`src/rtl/fetch_sequencer.sv`:
```
// Byte-wise instruction fetch: reads PC+0..PC+3 over a req/ack port, assembles a little-endian word.
// Optional fetch timeout with fault pulse is enabled by defining FETCH_TIMEOUT_EN.
module fetch_sequencer #(
  parameter int unsigned N       = 32,
  parameter int unsigned TIMEOUT = 16
) (
  input  logic         i_clk,
  input  logic         i_rst,
  input  logic [N-1:0] i_pc,
  input  logic         i_pc_valid,
  output logic         o_pc_ready,
  output logic         o_mem_req,
  output logic [N-1:0] o_mem_addr,
  input  logic         i_mem_ack,
  input  logic [7:0]   i_mem_data,
  output logic [1:0]   o_byte_idx,
  output logic [31:0]  o_instr,
  output logic         o_instr_valid,
  input  logic         i_instr_ready,
  output logic         o_fault
);

  typedef enum logic [1:0] {IDLE, FETCH, DONE} state_e;

  state_e        state_q, state_d;
  logic [N-1:0]  pc_q, pc_d;
  logic [1:0]    idx_q, idx_d;
  logic [31:0]   instr_q, instr_d;

`ifdef FETCH_TIMEOUT_EN
  localparam int unsigned WW = $clog2(TIMEOUT + 1);
  logic [WW-1:0] wait_q, wait_d;
  logic          fault_q, fault_d;
`endif

  always_comb begin
    state_d = state_q;
    pc_d    = pc_q;
    idx_d   = idx_q;
    instr_d = instr_q;
`ifdef FETCH_TIMEOUT_EN
    wait_d  = wait_q;
    fault_d = 1'b0;
`endif
    unique case (state_q)
      IDLE: begin
        if (i_pc_valid) begin
          pc_d    = i_pc;
          idx_d   = '0;
          state_d = FETCH;
`ifdef FETCH_TIMEOUT_EN
          wait_d  = '0;
`endif
        end
      end
      FETCH: begin
        if (i_mem_ack) begin
          instr_d[{idx_q, 3'b000} +: 8] = i_mem_data;
`ifdef FETCH_TIMEOUT_EN
          wait_d = '0;
`endif
          if (idx_q == 2'd3) begin
            state_d = DONE;
          end else begin
            idx_d = idx_q + 2'd1;
          end
        end
`ifdef FETCH_TIMEOUT_EN
        // Ack takes priority; timeout only fires on a cycle with no ack.
        else if (wait_q == WW'(TIMEOUT - 1)) begin
          fault_d = 1'b1;
          idx_d   = '0;
          state_d = IDLE;
        end else begin
          wait_d = wait_q + 1'b1;
        end
`endif
      end
      DONE: begin
        if (i_instr_ready) begin
          idx_d   = '0;
          state_d = IDLE;
        end
      end
      default: state_d = IDLE;
    endcase
  end

  always_ff @(posedge i_clk) begin
    if (i_rst) begin
      state_q <= IDLE;
      pc_q    <= '0;
      idx_q   <= '0;
      instr_q <= '0;
`ifdef FETCH_TIMEOUT_EN
      wait_q  <= '0;
      fault_q <= 1'b0;
`endif
    end else begin
      state_q <= state_d;
      pc_q    <= pc_d;
      idx_q   <= idx_d;
      instr_q <= instr_d;
`ifdef FETCH_TIMEOUT_EN
      wait_q  <= wait_d;
      fault_q <= fault_d;
`endif
    end
  end

  assign o_pc_ready    = (state_q == IDLE);
  assign o_mem_req     = (state_q == FETCH);
  assign o_instr_valid = (state_q == DONE);
  assign o_mem_addr    = o_mem_req ? (pc_q + N'(idx_q)) : '0;
  assign o_byte_idx    = idx_q;
  assign o_instr       = instr_q;

`ifdef FETCH_TIMEOUT_EN
  assign o_fault = fault_q;
`else
  logic unused_timeout;
  assign unused_timeout = (TIMEOUT != 0);
  assign o_fault = 1'b0;
`endif

endmodule

```
`config.mk`:
```
export PLATFORM = sky130hd
export DESIGN_NAME = fetch_sequencer
export DESIGN_NICKNAME = d
export VERILOG_FILES = /design/src/rtl/fetch_sequencer.sv
export SDC_FILE = /design/constraint.sdc
export NUM_CORES = 1
export LEC_CHECK = 0
export CELL_PAD_IN_SITES_DETAIL_PLACEMENT = 1
export CELL_PAD_IN_SITES_GLOBAL_PLACEMENT = 1
export CORE_AREA = 2 2 107 109
export DETAILED_ROUTE_END_ITERATION = 16
export DIE_AREA = 0 0 109 111
export PLACE_DENSITY_LB_ADDON = 0.1
export REMOVE_ABC_BUFFERS = 1
export SYNTH_ARGS = -nofsm -noshare
export SYNTH_HDL_FRONTEND = slang
export SYNTH_SLANG_ARGS = --single-unit
```
`constraint.sdc`:
```
create_clock -name i_clk -period 3.8 [get_ports i_clk]
set_input_delay 0.76 -clock i_clk [delete_from_list [all_inputs] [get_ports i_clk]]
set_output_delay 0.76 -clock i_clk [all_outputs]
set_load 0.02 [all_outputs]
```
**Yosys cells after proc, flatten, opt, wreduce, memory -nomap -nowiden**

Cells that the tools add are included.

- Flip-flop bits (word level): 68
- Output and inout bits: 70
- Word-level logic and storage cells: 34

- Add/sub/neg operators: 3
- Equality and inequality tests: 8
- Shift-type cells: 2
- Mux-type cells: 11
- Reduce and logical (&&, ||, !) cells: 6

Operators by type and width:

| operator | number |
|---|---|
| 32-bit by 2-bit adder with 32-bit output | 1 |
| 32-bit bitwise mux | 1 |
| 32-bit 2-to-1 mux | 1 |
| 8-bit by 7-bit variable shift with 32-bit output (first input constant) | 1 |
| 8-bit by 7-bit indexed part select with 32-bit output | 1 |
| 2-bit 2-to-1 mux | 7 |
| 2-bit case mux with 3 select lines | 2 |
| 5-bit negator with 7-bit output | 1 |
| 2-bit by 1-bit != test with 1-bit output (second input constant) | 3 |
| 5-bit AND reduction | 1 |
| 2-bit equality test (second input constant) | 2 |
| 2-bit != test (second input constant) | 2 |
| 2-bit AND reduction | 2 |
| 4-bit AND reduction | 1 |
| 3-bit nonzero test | 1 |
| 2-bit by 1-bit adder with 2-bit output (second input constant) | 1 |
| 2-bit by 1-bit equality test with 1-bit output (second input constant) | 1 |
| 2-bit logical NOT | 1 |

**Logic depth before layout (Yosys ltp)**

- Depth in word-level cells: 4
- Mapped depth: 7
- Gate-level depth less buffers: 6

**Worst setup path before layout**

Ideal clock, no wire load.

- Kind: register -> output
- Start point: register idx_q[0] (netlist: o_byte_idx[0])
- End point: output o_mem_addr[30]
- Data arrival time: 2.647 ns
- Data required time: 3.040 ns
- Slack: 0.393 ns
- Cell stages (with the launch flop): 8
- Buffers on the path: 1
- Cell sequence: dfxtp_1 -> ha_1 -> fa_1 -> nand4_2 -> or3_1 -> buf_2 -> or4_1 -> a21oi_1

- Longest elaborated chain between the ends: 2

Ends and longest elaborated chain:

| element | line | source |
|---|---|---|
| start: declaration | 27 | `logic [1:0] idx_q, idx_d;` |
| start signal: assignment | 102 | `idx_q <= idx_d;` |
| 32-bit by 2-bit adder with 32-bit output | 114 | `assign o_mem_addr = o_mem_req ? (pc_q + N'(idx_q)) : '0;` |
| 32-bit 2-to-1 mux | 114 |  |
| end: declaration | 13 | `output logic [N-1:0] o_mem_addr,` |

Every way passes these cells.

**Worst setup path in the final report**

- Start point: register idx_q[0] (netlist: o_byte_idx[0])
- End point: output o_mem_addr[24]

The elaborated chain is that of the path after synthesis.

==> metrics.md <==
| Metric | Value |
|---|---|
| Top cells by area, synth | `dfxtp_1, nand2_1, a21oi_1` |
| Sequential-to-total area share from yosys stat | `39.5%` |
| Largest family of logic cells by synthesized area | `simple AND/OR/NAND/NOR gates` |
| FF/Latch Area | `1360 um^2` |
| Initial DRT Pass Iterations | `4` |
| Simple-Gate Fraction of Synth Area | `33.3%` |
| Hold endpoint | `o_instr[15]` |
| CP startpoint kind | `flop` |
| Gr busiest metal | `met2` |
| Share of layout cells above drive strength 1 | `5.90%` |
| XOR/XNOR share of the synthesized area | `2.79%` |
| Layout fillers | `1341` |
| Full die area | `12100 um^2` |
| Setup WS post-layout | `0.171 ns` |
| Wire per inst | `16.3 um` |
| Initial antenna violation count | `0` |
| # nets final | `625` |
| Drt total wl | `11.7 mm` |
| Commonest cells post-synth | `nand2_1, a21oi_1, dfxtp_1, nand3_1, clkbuf_1` |
| Min-Delay Path Depth | `2` |
| Critical path type | `flop to output pin` |
| Sw Pwr | `477 uW` |
| Core area | `11100 um^2` |
| Synth cell types | `35` |
| Setup TNS | `0 ns` |
| DRC errors left | `0` |
| Vias per inst | `5.17` |
| Worst-path clk slew | `0.06 ns` |
| Final period util | `95.5%` |
| Initial Utilization | `31.1%` |
| Clock tree root buffer cell | `clkbuf_16` |
| Clock sinks | `68` |
| R2r endpoint | `o_instr[11]` |
| Flop pwr share | `39.3%` |
| R2r setup slk | `1.53 ns` |
| Post-CTS Hold Buffers | `0` |
| EDFF count, synth | `0` |
| Most frequent cell after synthesis | `nand2_1` |
| Synth Instances | `467` |
| RSZ-0062 raised after global routing | `no` |
| Switching part of the total | `24.4%` |
| Placed inst area | `4700 um^2` |
| Post-synth ARST share | `0%` |
| Final ANT Viol Nets | `0` |
| Syn Area/Cell | `7.39 um^2` |
| Max Slew Vio Count | `0` |
| GR Layer Usage met1 | `24.4%` |
| Via count | `3715` |
| Clk_lat worst skew | `0.33 ns` |
| CTS tree | `done` |
| Fin. Hold Viols | `0` |
| PD cells | `385 nW/um^2` |
| Outcome | `complete, no violations` |
| Gate power share | `11.5%` |
| Routability Congestion | `0.789` |
| Adder-cell share of the synthesized area | `3.12%` |
| Met3 usage | `5.29%` |
| Dpl cells | `702` |
| Share of the synthesized area in the top cell type | `39.5%` |
| Clock power frac | `49.2%` |
| Detailed router's first-iteration violation count | `147` |
| Die W | `109 um` |
| All-Layer GR Usage | `19.7%` |
| I/O Buffers | `113` |
| Clk buf depth | `2` |
| Final setup vio count | `0` |
| Mux share of post-synthesis cell area | `1.20%` |
| Total CTS buffers | `9` |
| Congestion Overflow GR | `0` |
| MaxCap Viol Count | `0` |
| Primary FF master, synth | `dfxtp_1` |
| Worst reg2reg path startpoint | `o_byte_idx[0]` |
| Final Cell Area | `5080 um^2` |
| Ports | `115` |
| Slew @ Worst Pin | `1.18 ns` |
| FMAX | `276 MHz` |
| Pleak | `0.00181 uW` |
| Complex-gate fraction of the synthesized area | `15.9%` |
| Synth Cell Area | `3450 um^2` |
| VDD IR max | `0.243 mV` |
| Min Tclk post-route | `3.63 ns` |
| Yosys warns | `0` |
| GR Util met2 | `33.6%` |
| Critical path fanouts, max | `13` |
| # diodes | `0` |
| Final cell count without fillers | `719` |
| Worst EP required | `3.04 ns` |
| HP Start | `o_instr[15]` |
| Worst Setup End Kind | `output pin` |
| Slew HR | `20.8%` |
| Global-route wire length before repair | `19.0 mm` |
| Worst min path class | `flop to flop` |
| Worst slack, placed | `0.0571 ns` |
| Reg2reg path depth | `6` |
| H-tree Lvls | `3` |
| Vias in the first global route | `3892` |
| Area Growth Syn to Fin | `47.2%` |
| Multi-input logic area | `1960 um^2` |
| Largest net degree at the start of global routing | `55` |
| Post-DP HPWL | `8.02 mm` |
| Row count | `39` |
| Final Skew | `0.00796 ns` |
| #FFs+latches synth | `68` |
| Die Y | `111 um` |
| Pint | `1480 uW` |
| Yosys top cell by area | `dfxtp_1` |
| WP data arrival | `2.87 ns` |
[state kept, by name, indices dropped and copies added, names as in the netlist]
| register | count |
|---|---|
| o_instr | 32 |
| state_q | 2 |
| pc_q | 32 |
| o_byte_idx | 2 |
[metal layers]
metal	routed length (um)	vias to the layer above	part of all wire (%)
li1	-	1837	-
met1	5100	1782	44
met2	5860	87	50
met3	605	9	5.2
met4	144	0	1.2
met5	0	-	0
[worst max-delay path by stage]
stage                       start              to  slack, ns  cells past startpoint
finish              o_byte_idx[0]  o_mem_addr[24]       0.17                      7
global route        o_byte_idx[1]  o_mem_addr[15]       0.02                      8
CTS                 o_byte_idx[1]  o_mem_addr[31]       0.02                      8
detailed placement  o_byte_idx[0]  o_mem_addr[20]       0.06                      7
global placement    o_byte_idx[0]  o_mem_addr[22]       0.15                      7
floorplan           o_byte_idx[0]  o_mem_addr[28]       0.43                      6
[power by group through the flow]
stage / combinational (uW) / clock, uW / sequential [uW]
CTS: 231 / 985 / 767
finish: 226 / 961 / 767
global route: 248 / 1020 / 771
floorplan: 92.4 / 0 / 782
global placement: 226 / 0 / 781
detailed placement: 230 / 0 / 782
[cell usage in the layout, fill, tap and decap left out, types with 2 or more instances in the layout]
master / instances
a21oi_1: 82
clkdlybuf4s50_1: 100
xnor2_1: 8
o311ai_0: 2
dfxtp_1: 68
xor2_1: 3
buf_4: 11
o31ai_1: 10
inv_1: 7
or3_1: 4
clkinvlp_4: 2
dlymetal6s2s_1: 6
nand2_1: 112
clkbuf_16: 9
and2_1: 7
mux2i_1: 3
o21ai_0: 7
and4_1: 5
nor3b_1: 3
or4_1: 11
nand2b_1: 3
nor4_1: 3
nand3_1: 43
bufinv_16: 3
nor3_1: 6
ha_1: 7
dlygate4sd2_1: 6
nand4_1: 10
and3_1: 5
nor2_1: 17
nor2b_1: 2
[metrics by stage]
stage	hold slack [ns]	total power (uW)	util, %
after detailed placement	0.447	1010	42.5
after global placement	0.438	1010	42.5
after floorplan	0.434	874	-
after global routing	0.480	2040	45.8
final	0.454	1950	45.8
after CTS	0.457	1980	45.6
[critical path: stages (launching register included)]
cell and delay (ns):
dfxtp_1 0.33, ha_1 0.20, fa_2 0.27, nand4_2 0.18, or3_4 0.51, o311ai_0 0.37, nand2_1 0.12, clkdlybuf4s50_1 0.56
[cell type report]
cell class              instances  area share [%]
multi-input cells             362            38.5
flip-flops and latches         68            26.8
clock inverters                 6            2.24
well taps                     143            3.52
inverters                       7           0.517
clock buffers                   9            4.43
repair buffers                124            23.9
[cell families (layout without fill, tap and decap cells)]
group                    after synthesis  count (layout)
AO/OA/AOI/OAI                        102             102
XOR/XNOR                              11              11
adder cells (fa/ha/maj)                8               8
buffers and inverters                 37             146
flip-flops                            68              68
multiplexers                           4               4
other                                  1               1
AND/OR/NAND/NOR                      236             236
[what timing repair did]
action / CTS / global route
buffers inserted: 0 / 2
pin swaps: 0 / 2
cloned: 0 / 0
gates resized for setup: 8 / 7
endpoints found under the setup margin: 9 / 10
(Power assumes the default switching activity.)
